[src/rtl/kick_anim_ctrl.sv]
// Kick animation sequencer plus sprite-local ROM address generator.
// The phase FSM only advances on frame_tick; the address path has one cycle of latency.
module kick_anim_ctrl #(
    parameter int SPRITE_W        = 64,
    parameter int SPRITE_H        = 64,
    parameter int WINDUP_FRAMES   = 4,
    parameter int STRIKE_FRAMES   = 6,
    parameter int RECOVER_FRAMES  = 4,
    parameter int COOLDOWN_FRAMES = 8
) (
    input  logic        vga_clk,
    input  logic        reset,
    input  logic        frame_tick,
    input  logic        kick_req,
    input  logic        facing_left,
    input  logic [9:0]  player_x,
    input  logic [9:0]  player_y,
    input  logic [9:0]  DrawX,
    input  logic [9:0]  DrawY,
    output logic [13:0] rom_address,
    output logic        sprite_on,
    output logic [1:0]  frame_idx,
    output logic        busy,
    output logic        strike_active
);

    // state    | meaning
    // IDLE     | waiting for a kick request
    // WINDUP   | leg drawn back, frame 1
    // STRIKE   | leg extended, frame 2, hit detection live
    // RECOVER  | leg returning, frame 1
    // COOLDOWN | neutral pose, still busy, frame 0
    localparam logic [2:0] S_IDLE     = 3'd0;
    localparam logic [2:0] S_WINDUP   = 3'd1;
    localparam logic [2:0] S_STRIKE   = 3'd2;
    localparam logic [2:0] S_RECOVER  = 3'd3;
    localparam logic [2:0] S_COOLDOWN = 3'd4;

    localparam int XW = $clog2(SPRITE_W);
    localparam int YW = $clog2(SPRITE_H);
    localparam logic [10:0] W_LIM = 11'(SPRITE_W);
    localparam logic [10:0] H_LIM = 11'(SPRITE_H);

    logic [2:0]  state, state_nxt;
    logic [7:0]  cnt, cnt_nxt;
    logic        pending, pending_nxt;
    logic        facing_q;
    logic [9:0]  px_q, py_q;

    logic [10:0]   dx, dy;
    logic          in_box;
    logic [XW-1:0] lx;

    function automatic logic [1:0] idx_of(input logic [2:0] s);
        case (s)
            S_WINDUP:  idx_of = 2'd1;
            S_STRIKE:  idx_of = 2'd2;
            S_RECOVER: idx_of = 2'd1;
            default:   idx_of = 2'd0;
        endcase
    endfunction

    always_comb begin
        state_nxt = state;
        cnt_nxt   = cnt;
        if (frame_tick) begin
            case (state)
                S_IDLE: begin
                    if (pending || kick_req) begin
                        state_nxt = S_WINDUP;
                        cnt_nxt   = 8'(WINDUP_FRAMES);
                    end
                end
                S_WINDUP: begin
                    if (cnt == 8'd1) begin
                        state_nxt = S_STRIKE;
                        cnt_nxt   = 8'(STRIKE_FRAMES);
                    end else begin
                        cnt_nxt = cnt - 8'd1;
                    end
                end
                S_STRIKE: begin
                    if (cnt == 8'd1) begin
                        state_nxt = S_RECOVER;
                        cnt_nxt   = 8'(RECOVER_FRAMES);
                    end else begin
                        cnt_nxt = cnt - 8'd1;
                    end
                end
                S_RECOVER: begin
                    if (cnt == 8'd1) begin
                        state_nxt = S_COOLDOWN;
                        cnt_nxt   = 8'(COOLDOWN_FRAMES);
                    end else begin
                        cnt_nxt = cnt - 8'd1;
                    end
                end
                S_COOLDOWN: begin
                    if (cnt == 8'd1) begin
                        state_nxt = S_IDLE;
                        cnt_nxt   = 8'd0;
                    end else begin
                        cnt_nxt = cnt - 8'd1;
                    end
                end
                default: begin
                    state_nxt = S_IDLE;
                    cnt_nxt   = 8'd0;
                end
            endcase
        end
    end

    // Requests are only remembered while idle; leaving IDLE consumes them.
    always_comb begin
        pending_nxt = pending;
        if (state == S_IDLE) begin
            if (state_nxt != S_IDLE) begin
                pending_nxt = 1'b0;
            end else if (kick_req) begin
                pending_nxt = 1'b1;
            end
        end
    end

    always_comb begin
        dx     = {1'b0, DrawX} - {1'b0, px_q};
        dy     = {1'b0, DrawY} - {1'b0, py_q};
        in_box = !dx[10] && (dx < W_LIM) && !dy[10] && (dy < H_LIM);
        // For a power-of-2 width, SPRITE_W-1-dx is the bitwise complement of dx.
        lx     = facing_q ? ~dx[XW-1:0] : dx[XW-1:0];
    end

    always_ff @(posedge vga_clk) begin
        if (reset) begin
            state         <= S_IDLE;
            cnt           <= 8'd0;
            pending       <= 1'b0;
            facing_q      <= 1'b0;
            px_q          <= 10'd0;
            py_q          <= 10'd0;
            frame_idx     <= 2'd0;
            busy          <= 1'b0;
            strike_active <= 1'b0;
            rom_address   <= 14'd0;
            sprite_on     <= 1'b0;
        end else begin
            state         <= state_nxt;
            cnt           <= cnt_nxt;
            pending       <= pending_nxt;
            frame_idx     <= idx_of(state_nxt);
            busy          <= (state_nxt != S_IDLE);
            strike_active <= (state_nxt == S_STRIKE);
            if (frame_tick) begin
                facing_q <= facing_left;
                px_q     <= player_x;
                py_q     <= player_y;
            end
            sprite_on   <= in_box;
            rom_address <= in_box ? {frame_idx, dy[YW-1:0], lx} : 14'd0;
        end
    end

endmodule

[config.mk]
export PLATFORM = sky130hd
export DESIGN_NAME = kick_anim_ctrl
export DESIGN_NICKNAME = d
export VERILOG_FILES = /design/src/rtl/kick_anim_ctrl.sv
export SDC_FILE = /design/constraint.sdc
export NUM_CORES = 1
export LEC_CHECK = 0
export BUFFER_PORTS_ARGS = -buffer_cell sky130_fd_sc_hd__buf_2
export CORE_MARGIN = 3
export CORE_UTILIZATION = 43
export DETAILED_ROUTE_END_ITERATION = 7
export HOLD_SLACK_MARGIN = 0.06
export PLACE_DENSITY_LB_ADDON = 0.25
export SYNTH_ARGS = -nofsm -noshare
export SYNTH_HDL_FRONTEND = slang
export SYNTH_SLANG_ARGS = --single-unit
[constraint.sdc]
create_clock -name vga_clk -period 2.8 [get_ports vga_clk]
set_input_delay 0.56 -clock vga_clk [delete_from_list [all_inputs] [get_ports vga_clk]]
set_output_delay 0.56 -clock vga_clk [all_outputs]
set_load 0.1 [all_outputs]
## After elaboration in Yosys (flattened, before gate mapping)

Cells that the tools add are included.

- Add/subtract/negate cells: 3
- Multipliers: 0
- Divide/modulo/power cells: 0
- Order comparisons: 2
- Eq/ne operators: 9
- Shift operators: 0
- Mux-type cells: 17
- Bitwise gates (word level): 2
- Reduce and logical (&&, ||, !) cells: 13

Operators with widths:

| operator | count |
|---|---|
| two-way mux 8 bit | 5 |
| one-hot mux 8 bit (5 select lines) | 1 |
| < comparator 11 x 7 -> 1 bit (second input constant) | 2 |
| subtractor 10 x 10 -> 11 bit | 2 |
| two-way mux 3 bit | 6 |
| one-hot mux 3 bit (5 select lines) | 1 |
| equality test 3 x 2 -> 1 bit (second input constant) | 4 |
| equality test 8 x 1 -> 1 bit (second input constant) | 1 |
| subtractor 8 x 1 -> 8 bit (second input constant) | 1 |
| equality test 3 x 1 -> 1 bit (second input constant) | 2 |
| two-way mux 6 bit | 1 |
| NOT 6 bit | 1 |
| one-hot mux 2 bit (2 select lines) | 1 |
| AND reduction 2 bit | 2 |
| OR reduction 2 bit | 2 |
| equality test 3 bit (second input constant) | 1 |
| logical AND 1 bit | 3 |
| logical NOT 3 bit | 1 |
| nonzero test 3 bit | 1 |
| logical NOT 1 bit | 2 |
| two-way mux 1 bit | 2 |
| inequality test 2 bit (second input constant) | 1 |
| nonzero test 2 bit | 1 |
| logical OR 1 bit | 1 |
| NOT 1 bit | 1 |

- Bits in registers: 52
- Latch bits: 0
- RAM bits: 0
- ROM bits: 0
- Input bits: 45
- Output and inout bits: 19
- Word-level logic and storage cells: 57
- Memories: 0

## Logic depth before layout (Yosys ltp)

- Word-level depth: 7
- Mapped depth: 10
- Mapped depth without buffers: 9

## Worst setup path after synthesis

Ideal clock, no wire load.

- Path kind: input to register
- Start: input port DrawX[0]
- End: register rom_address[1]
- Arrival: 2410 ps
- Required time: 2727 ps
- Setup slack: 317 ps
- Cell stages on the path: 10
- Buffers on the path: 1
- Path through: inv_1 -> ha_1 -> fa_1 -> nand2b_1 -> a21oi_1 -> o32ai_1 -> nor4_2 -> o2111ai_2 -> buf_6 -> nor3_2

- Longest elaborated chain between the ends: 7
- Elaborated cells between the ends (all ways): 10

Ends and longest elaborated chain:

| what | RTL line | source |
|---|---|---|
| start, declared | 18 | `input logic [9:0] DrawX,` |
| subtractor 10 x 10 -> 11 bit (*) | 127 | `dx = {1'b0, DrawX} - {1'b0, px_q};` |
| < comparator 11 x 7 -> 1 bit / logical NOT 1 bit (equally long branches) | 129 | `in_box = !dx[10] && (dx < W_LIM) && !dy[10] && (dy < H_LIM);` |
| logical AND 1 bit (3 in a row) | 129 |  |
| NOT 1 bit (no source line) | - |  |
| OR reduction 2 bit (no source line) | - |  |
| end signal, assigned | 160 | `rom_address <= in_box ? {frame_idx, dy[YW-1:0], lx} : 14'd0;` |
| end, declared | 20 | `output logic [13:0] rom_address,` |

Every way passes the cells marked *; elsewhere a longest branch is shown, timed or not.
A chain may end at the register's enable or synchronous reset.

## Worst setup path in the final report

- Start: input port DrawX[0]
- End: register rom_address[8]

- Longest elaborated chain between the ends: 7
- Elaborated cells between the ends (all ways): 8

Ends and longest elaborated chain:

| what | RTL line |
|---|---|
| subtractor 10 x 10 -> 11 bit (*) | 127 |
| < comparator 11 x 7 -> 1 bit / logical NOT 1 bit (equally long branches) | 129 |
| logical AND 1 bit (*) (3 in a row) | 129 |
| NOT 1 bit (no source line) (*) | - |
| OR reduction 2 bit (no source line) (*) | - |

Marks and branches as above.

==> results.py <==
metrics = {
    "timing": {
        "worst_slew_margin_rel_pct": 57.2,
        "finalClockSkew_ns": 0.0130,
        "post-route-min-period_ns": 2.53,
        "rsz0062_at_grt": "no",
        "fin_setup_tns_ns": 0,
        "setup_viol": 0,
        "tightestPinTransition_ns": 0.637,
        "final_hold_violations": 0,
        "slew_viol_final": 0,
        "fmax_mhz": 395,
        "hold_ws_ns": 0.456,
        "final_min_period_over_clock_period_pct": 90.4,
    },
    "synthesis": {
        "postSynthRegisterBits": 52,
        "synth.avg_cell_area_um2": 8.52,
        "yosysTopAreaCellShare_pct": 33.8,
        "post-synth-top-count-cell": "dfxtp_1",
        "synth-edff-count": 0,
        "synth.cells.most_frequent": "dfxtp_1, nor2_1, inv_1, mux2i_1, ha_1",
        "netlist-cell-type-count": 55,
        "synth.area.top_cells": "dfxtp_1, ha_1, mux2i_1, nor2_1, inv_1",
        "post-synth-top-area-cell": "dfxtp_1",
        "synth_area_um2": 3080,
        "ys_seq_area_share_pct": 33.8,
        "asyncSetResetFlopFracSynth_pct": 0,
        "synth_fp_nets": 430,
        "syn_inst": 361,
        "synth_ff_type": "dfxtp_1",
        "ys_warn_count": 0,
    },
    "global_routing": {
        "largest_net_degree_at_the_start_of_global_routing": 33,
        "antenna_found_initial": 0,
        "grt_overflow": 0,
        "grtUsageTotal_pct": 17.2,
        "via_count_of_the_first_global_routing_pass": 2578,
        "wire_length_of_the_first_global_routing_pass_um": 11700,
    },
    "worst_setup_path": {
        "crit_path_end_kind": "flip-flop",
        "r2r.worst_path.cells": 10,
        "timing_worst_setup_path_type": "input pin to flip-flop",
        "cp_data_arrival_time_ns": 2.73,
        "setup.worst_path.start_class": "input pin",
        "worstPathRequired_ns": 3.00,
        "cp_max_fo": 15,
    },
    "cells_and_area": {
        "final_area_um2": 3650,
        "post_route_cells_drive_above_1_share_pct": 23.1,
        "flow.area_growth_from_synthesis_pct": 18.8,
        "filler_cell_count": 675,
        "reg_area_um2": 1040,
        "finalNetCount": 493,
        "multi_input_comb_area_um2": 1830,
        "insertedDiodeCount": 0,
    },
    "floorplan": {
        "core_um2": 6870,
        "num_rows": 30,
        "chipWidth_um": 90.6,
        "die-height_um": 90.6,
        "start_util_pct": 44.8,
        "die-area_um2": 8200,
        "ioPinCount": 64,
    },
    "detailed_routing": {
        "dr.pass1.iters": 4,
        "routed-via-count": 2669,
        "antenna_left": 0,
        "post_drt_wl_per_cell_um": 13.0,
        "remaining_drc_errors": 0,
        "initialDrtViolationCount": 95,
        "mean_number_of_vias_per_cell": 5.12,
        "totalWireLength_um": 6770,
    },
    "clock_network": {
        "clock_slew_at_reported_path_ffs_ns": 0.09,
        "cts.sink_count": 52,
        "h-tree-depth": 2,
        "worst_skew_pair.late_latency_ns": 0.30,
        "cts_inserted_buffers": 5,
        "cts_max_path_buffers": 2,
        "postCtsResizedCells": 0,
        "holdBufCountCts": 0,
        "tritoncts": "built",
        "cts_root_buffer": "clkbuf_8",
        "cts_setup_buffers": 0,
    },
    "power_and_ir_drop": {
        "power_per_unit_of_standard_cell_area_nw_per_um2": 512,
        "seq_power_share_pct": 42.9,
        "vdd.ir_drop.worst_uv": 220,
        "power.share.combinational_pct": 26.9,
        "intPower_mw": 1.31,
        "clk_pwr_share_pct": 30.1,
        "total_power_mw": 1.87,
        "sw_ratio_pct": 30.1,
        "netSwitchingPower_mw": 0.563,
        "reported_leakage_power_nw": 1.62,
    },
    "outcome": {
        "outcome": "finished, final reports clean",
    },
    "min_path": {
        "whs_path_depth": 2,
        "timing.hold.worst.class": "flip-flop to flip-flop",
    },
    "placed_design": {
        "portBuffers": 63,
        "placedInstanceArea_um2": 3530,
        "routabilityCongestion": 0.895,
        "detailed_place_hpwl_um": 5170,
    },
    "run": {
        "cap_viol_max_count": 0,
    },
}
-- through the flow --
stage                     std cells  setup WS (ns)  util, %
final                           521          0.270     53.2
after global routing            521          0.109     53.2
after global placement          513          0.118     51.3
after floorplan                 361          0.317        -
after detailed placement        513        -0.0182     51.3
after CTS                       521          0.297     53.2
-- worst max-delay path, stage by stage --
cell and delay, ns:
buf_2 0.07, inv_1 0.03, ha_1 0.21, fa_1 0.40
nand2b_1 0.18, a21oi_1 0.23, buf_4 0.16, nor2_1 0.04
mux2_2 0.23, o2111ai_2 0.15, buf_12 0.19, nor4_1 0.25
-- path summary, 6_finish.rpt --
kind,startpoint,to,slack (ns)
max,DrawX[0],rom_address[8],0.27
min,frame_idx[1],rom_address[13],0.46
max reg2reg,px_q[0],rom_address[8],0.31
min reg2reg,frame_idx[1],rom_address[13],0.46
-- per-layer routing --
metal | share of wire [%] | vias to the layer above | global-route usage, %
met1 | 48 | 1222 | 23.2
met2 | 46 | 64 | 27.4
met5 | 0 | - | 0
met3 | 5.2 | 2 | 4.00
li1 | - | 1381 | -
met4 | 0.52 | 0 | 4.59
-- power by group through the flow --
| stage | sequential, mW | clock (mW) | combinational, mW |
|---|---|---|---|
| after global placement | 0.820 | 0 | 0.495 |
| after global routing | 0.809 | 0.614 | 0.566 |
| after floorplan | 0.832 | 0 | 0.360 |
| final | 0.803 | 0.564 | 0.504 |
| after CTS | 0.804 | 0.576 | 0.505 |
| after detailed placement | 0.821 | 0 | 0.501 |
-- state kept, by name, summed over array words and instances, names as in the netlist --
name	cells
pending	1
strike_active	1
busy	1
cnt	8
px_q	10
facing_q	1
sprite_on	1
py_q	10
state	3
rom_address	14
frame_idx	2
-- cells by family after synthesis --
logic type	after synthesis	synth area share, %
multiplexers	25	8.22
XOR/XNOR	17	4.84
flip-flops	52	33.8
adder cells (fa/ha/maj)	24	10.3
AND/OR/NAND/NOR	119	19.7
AO/OA/AOI/OAI	75	16.6
buffers and inverters	49	6.55
-- placed cells by master, fill, tap and decap left out, types with 7 or more instances in the layout --
master    count
a21oi_1      18
nand2b_1     10
clkbuf_8      7
nor3_1       11
buf_4         7
nand2_1      16
o21ai_0      14
mux2i_1      23
xnor2_1      11
ha_1         22
nor3_2        9
dfxtp_1      52
inv_1        33
buf_2        63
nor2_1       50
-- layout make-up --
type                       instances  share of cell area, %
inverter                          33                   3.39
clock inverter                     1                  0.822
sequential                        52                   28.5
timing repair buffer              72                   11.2
clock buffer                       7                   2.64
tap                               96                   3.29
multi-input combinational        260                   50.2
Power figures use the tool's default switching activity.
